`config.mk`:
```
export PLATFORM = sky130hd
export DESIGN_NAME = pe_job_arbiter
export DESIGN_NICKNAME = d
export VERILOG_FILES = /design/src/rtl/pe_job_arbiter.sv
export SDC_FILE = /design/constraint.sdc
export NUM_CORES = 1
export LEC_CHECK = 0
export ABC_AREA = 1
export BUFFER_PORTS_ARGS = -buffer_cell sky130_fd_sc_hd__buf_4
export CORE_MARGIN = 2
export CORE_UTILIZATION = 47
export DETAILED_ROUTE_END_ITERATION = 10
export PLACE_DENSITY = 0.81
export SLEW_MARGIN = 10
export SYNTH_ARGS = -nofsm -noshare
export SYNTH_HDL_FRONTEND = slang
export SYNTH_SLANG_ARGS = --single-unit
```
`constraint.sdc`:
```
create_clock -name clk -period 2.6 [get_ports clk]
set_input_delay 0 -clock clk [delete_from_list [all_inputs] [get_ports clk]]
set_output_delay 0 -clock clk [all_outputs]
set_load 0.005 [all_outputs]
```
`src/rtl/pe_job_arbiter.sv`:
```
`default_nettype none
// ============================================================================
// Module      : pe_job_arbiter
// Description : Round-robin sharing of one processing element between
//               NUM_REQ requesters, with a result-wait watchdog.
// Revision    : 1.0 - initial release
// ============================================================================
module pe_job_arbiter #(
  parameter int NUM_REQ = 4,
  parameter int ID_W    = 2,
  parameter int TIMEOUT = 64
) (
  input  logic                    clk,
  input  logic                    rst_n,
  input  logic [NUM_REQ-1:0]      req_valid,
  output logic [NUM_REQ-1:0]      req_ready,
  input  logic [NUM_REQ*16-1:0]   req_input,
  input  logic [NUM_REQ*16-1:0]   req_weight,
  input  logic [NUM_REQ*2-1:0]    req_act_type,
  output logic [15:0]             pe_input_data,
  output logic [15:0]             pe_weight_data,
  output logic                    pe_input_valid,
  output logic                    pe_weight_valid,
  input  logic                    pe_input_ready,
  input  logic                    pe_weight_ready,
  output logic [1:0]              pe_act_type,
  input  logic [39:0]             pe_output_data,
  input  logic                    pe_output_valid,
  output logic                    pe_output_ready,
  output logic                    rsp_valid,
  input  logic                    rsp_ready,
  output logic [ID_W-1:0]         rsp_id,
  output logic [39:0]             rsp_data,
  output logic                    rsp_error,
  output logic                    busy,
  output logic [15:0]             timeout_count
);

  localparam int c_tmr_w = $clog2(TIMEOUT);
  localparam logic [c_tmr_w-1:0] c_tmo_last = c_tmr_w'(TIMEOUT - 1);

  typedef enum logic [1:0] {
    S_IDLE  = 2'd0,
    S_ISSUE = 2'd1,
    S_WAIT  = 2'd2,
    S_RESP  = 2'd3
  } state_t;

  state_t               r_state;
  logic [ID_W-1:0]      r_rr_ptr;
  logic [ID_W-1:0]      r_id;
  logic [15:0]          r_input;
  logic [15:0]          r_weight;
  logic [1:0]           r_act;
  logic [c_tmr_w-1:0]   r_timer;
  logic [39:0]          r_rsp_data;
  logic                 r_rsp_error;
  logic [15:0]          r_tcount;

  logic                 w_found;
  logic [ID_W-1:0]      w_gnt;

  // Requester index base+off taken modulo NUM_REQ (NUM_REQ need not be a power of two).
  function automatic logic [ID_W-1:0] wrap_add(input logic [ID_W-1:0] base, input int off);
    int s;
    s = int'(base) + off;
    if (s >= NUM_REQ) s = s - NUM_REQ;
    return ID_W'(s);
  endfunction

  always_comb begin
    w_found = 1'b0;
    w_gnt   = '0;
    for (int k = 0; k < NUM_REQ; k++) begin
      if (!w_found && req_valid[wrap_add(r_rr_ptr, k)]) begin
        w_found = 1'b1;
        w_gnt   = wrap_add(r_rr_ptr, k);
      end
    end
  end

  // Gated by rst_n so no accept is ever signalled while reset is held.
  assign req_ready = (rst_n && (r_state == S_IDLE) && w_found) ? (NUM_REQ'(1) << w_gnt) : '0;

  always_ff @(posedge clk) begin
    if (!rst_n) begin
      r_state     <= S_IDLE;
      r_rr_ptr    <= '0;
      r_id        <= '0;
      r_input     <= '0;
      r_weight    <= '0;
      r_act       <= '0;
      r_timer     <= '0;
      r_rsp_data  <= '0;
      r_rsp_error <= 1'b0;
      r_tcount    <= '0;
    end else begin
      case (r_state)
        S_IDLE: begin
          if (w_found) begin
            r_id     <= w_gnt;
            r_input  <= req_input[16*w_gnt +: 16];
            r_weight <= req_weight[16*w_gnt +: 16];
            r_act    <= req_act_type[2*w_gnt +: 2];
            r_state  <= S_ISSUE;
          end
        end
        S_ISSUE: begin
          if (pe_input_ready && pe_weight_ready) begin
            r_timer <= '0;
            r_state <= S_WAIT;
          end
        end
        S_WAIT: begin
          // A result arriving on the final watchdog cycle still wins.
          if (pe_output_valid) begin
            r_rsp_data  <= pe_output_data;
            r_rsp_error <= 1'b0;
            r_state     <= S_RESP;
          end else if (r_timer == c_tmo_last) begin
            r_rsp_data  <= '0;
            r_rsp_error <= 1'b1;
            if (r_tcount != 16'hFFFF) r_tcount <= r_tcount + 16'd1;
            r_state     <= S_RESP;
          end else begin
            r_timer <= r_timer + c_tmr_w'(1);
          end
        end
        S_RESP: begin
          if (rsp_ready) begin
            r_rr_ptr <= wrap_add(r_id, 1);
            r_state  <= S_IDLE;
          end
        end
        default: r_state <= S_IDLE;
      endcase
    end
  end

  assign pe_input_valid  = (r_state == S_ISSUE);
  assign pe_weight_valid = (r_state == S_ISSUE);
  assign pe_input_data   = (r_state == S_ISSUE) ? r_input  : 16'd0;
  assign pe_weight_data  = (r_state == S_ISSUE) ? r_weight : 16'd0;
  assign pe_act_type     = (r_state != S_IDLE)  ? r_act    : 2'd0;
  assign pe_output_ready = (r_state == S_WAIT);
  assign rsp_valid       = (r_state == S_RESP);
  assign rsp_id          = r_id;
  assign rsp_data        = r_rsp_data;
  assign rsp_error       = r_rsp_error;
  assign busy            = (r_state != S_IDLE);
  assign timeout_count   = r_tcount;

endmodule
`default_nettype wire

```
==> results.txt <==
The flow ran to the end, and the final reports show no timing, DRC or antenna violations. In this run the worst hold path is classified as in2reg. The critical path is of the reg2out type.

The number of iterations in the first detailed-routing pass came out at 6. Routability-driven placement finished with a final weighted congestion of 0.911. Across all layers, the routed design uses about 7600 vias. The cell leakage power came out at between 4 and 5 nW. The worst ir drop on vdd is slightly above 0.5 mV. The largest fanout on the critical path came out at 12.

The hold violation total from the final report was 0. The routed design has between 20 and 25 mm of wire. Data on the critical path is required at its endpoint by about 2.6 ns.

The floorplan step defined a core boundary enclosing 0.0126 mm2. The floorplan step set the die width to between 100 and 150 um. The number of synthesized register bits came out at around 100. Setup violations remaining at the end of the flow were counted as 0.

The worst setup path is captured at a primary output. Compared with the post-synthesis result, the final layout area differs by 48.7%. The total power density per cell area came out at a little under 800 mW/mm2. The number of nets in the synthesized netlist is between 1000 and 1500.

The average cell area after synthesis is between 5 and 6 um2. After detailed routing, the average wire length per cell comes to 14.0 um. The overall global routing resource usage came out at a little under a third. The largest individual stage delay along the critical path comes from the cell dfxtp_2. The post-synthesis cell area is approximately 0.0061 mm2. The worst clock skew is approximately 0.005 ns. The number of antenna repair diodes is 0.

For the pin with the worst max-slew slack, the measured transition is roughly 0.47 ns. Overall power consumption after layout is estimated at 6.98 mW. The max-capacitance violation count came out at 0. For the worst-skew pair, the clock arrives at the later sink with an insertion delay of 0.35 ns. The die covers around 0.014 mm2. Global routing finished with a remaining overflow of 0. The final count of pins violating max slew is 0. The peak clock frequency supported by timing is around 0.43 GHz. The number of buffers inserted during clock tree synthesis is 9.

The wire length of the first global-routing pass is 34.3 mm. The total of buffers placed on input and output ports came out at between 200 and 300. Summing the sequential cell areas from Yosys gives 34.0% of the chip area.

In the layout the commonest cells are nand2_1 (428), buf_4 (295), nand3_1 (113). The starting density of the core is between 40% and 50%. The fraction of final layout cells with drive strength greater than 1 is approximately a quarter. Counting the fill cells in the layout gives 1097. The number of core rows came out at 41. The clock net in this run drives a total of 103 sinks.

The final clock period utilization by the worst path is 90.2%. The half-perimeter wire length after detailed placement came out at ~15 mm. The worst max-slew margin expressed relative to the limit is between 60% and 70%. The via count of the first global-routing pass is approximately 7200. In this run the remaining antenna-violating nets after routing total 0. The initial antenna violation count came out at 0.

The maximum buffer depth of the clock tree came out at 2. The average vias per placed instance came out at 5.01. The design area is 0.00901 mm2.

The data arrival time of the worst path came out at 2.34 ns. The pin count of the biggest net entering global routing came out at a little under 70. Setup repair after global routing left no endpoint under its margin. Summing all placed instances gives a cell area of ~0.0083 mm2.

The clock period minus final worst setup slack came out at approximately 2.3 ns. The number of library cell types mapped by synthesis is 30. The gate count of the mapped netlist came out at around 1000. For flop-to-flop paths, the worst setup slack is 0.46 ns. The clock slew seen by the registers of the worst setup and hold paths is around 0.07 ns. The delay of the slowest cell on the worst path is between 0.4 and 0.5 ns. The yosys synthesis warning count came out at 0. Walking the worst path, the cells encountered are inv_2, nand2_1, nand2_2, nand2_1, nand2_1, a21oi_1, nand2_2, nand2_2, buf_4, inv_1, nor3_1, buf_4. The CTS tree is done. The chip height is between 100 and 150 um. The post-CTS repair timing setup buffer count is 0. The tree is rooted in a clkbuf_16.

The kind of start point of the critical path is a flip-flop. The count of unresolved DRC violations after routing is 0. The DRC violation total after the first TritonRoute iteration is between 400 and 500. The net count reported at finish came out at between 1500 and 2000. The I/O pin count came out at ~290.

The maximum level of the CTS H-tree is 3. The setup TNS is 0 ns. The most common library cell in the layout ignoring fill and taps is nand2_1.
==> flip-flops by register name, summed over array words and instances (netlist names) <==
name,count
r_rr_ptr,2
r_act,2
rsp_data,40
r_weight,16
rsp_error,1
rsp_id,2
timeout_count,16
r_timer,6
r_state,2
r_input,16
==> synthesized netlist by cell type <==
library cell  number  area (um2)
nand2_1          429        1610
nand3_1          113         566
inv_1            110         413
dfxtp_1          103        2060
nor2_1            92         345
a21oi_1           62         310
clkbuf_1          27         101
buf_2             22         110
o21ai_0           19        95.1
nor3_1            12        60.1
buf_4              7        52.6
ha_1               6        75.1
inv_2              5        18.8
nand4_1            5        31.3
nand2_2            4        25.0
a211oi_1           3        22.5
nor3b_1            3        22.5
xnor2_1            3        26.3
buf_1              2        7.51
buf_6              2        22.5
xor2_1             2        17.5
a31oi_1            1        6.26
and2_1             1        6.26
and3_1             1        6.26
nand3_2            1        10.0
nand3b_1           1        7.51
nor2_2             1        6.26
nor2_4             1        11.3
nor4_1             1        6.26
o21ai_1            1        5.00
==> power by group <==
part	total [mW]	switching, mW	leakage (nW)	internal [mW]
Sequential	2.16	0.212	0.842	1.95
Combinational	3.47	2.08	3.92	1.39
Clock	1.35	0.604	0.143	0.746
Total	6.98	2.89	4.91	4.09
==> repair_timing <==
action	CTS	global route
setup endpoints to repair	1	4
resized for setup	1	1
hold buffers	42	0
hold endpoints to repair	50	0
==> critical path: cells and delay by family (launching register included) <==
family | cells | cell delay (ns)
DFF | 1 | 0.45
buffers and inverters | 4 | 0.54
and+or+nand+nor | 7 | 0.83
AOI/OAI and AO/OA | 1 | 0.18
==> final cells by class <==
type	instances	area (um2)	area share [%]
multi-input combinational	762	3280	36.4
tap	172	215	2.39
clock buffer	10	229	2.54
timing repair buffer	342	2740	30.4
inverter	115	434	4.82
sequential	103	2060	22.9
clock inverter	5	57.6	0.639
==> worst paths after layout <==
kind                            start                       end  cells after the start
max          r_rr_ptr[0]$_SDFFE_PN0P_              req_ready[0]                     12
min                   req_act_type[0]     r_act[0]$_SDFFE_PN0P_                      7
max reg2reg  r_rr_ptr[0]$_SDFFE_PN0P_  r_input[11]$_SDFFE_PN0P_                     15
min reg2reg   r_timer[5]$_SDFFE_PN0P_   r_timer[5]$_SDFFE_PN0P_                      1
==> per-stage QoR <==
stage	hold WS, ns	util (%)	worst slack (ns)	std cells
floorplan	0.138	-	0.803	1040
global placement	0.265	65.8	0.384	1452
detailed placement	0.269	65.8	0.315	1452
CTS	0.00896	71.4	0.0583	1509
global route	0.0493	71.4	0.0353	1509
finish	0.0191	71.4	0.256	1509
==> routing by layer <==
layer	part of all wire, %	GRT usage (%)	routed length, um
met5	0	0	0
met2	49	52.6	10300
met1	40	34.4	8430
met4	4.2	14.1	895
met3	6.9	7.66	1460
==> kinds of logic after synthesis <==
| kind of cell | count (synthesis) | share of synthesized area, % |
|---|---|---|
| buf+inv | 175 | 12.0 |
| fa+ha+maj | 6 | 1.24 |
| simple gates | 665 | 44.8 |
| flops | 103 | 34.0 |
| xor+xnor | 5 | 0.723 |
| compound gates | 86 | 7.25 |
Power figures use the tool's default switching activity.
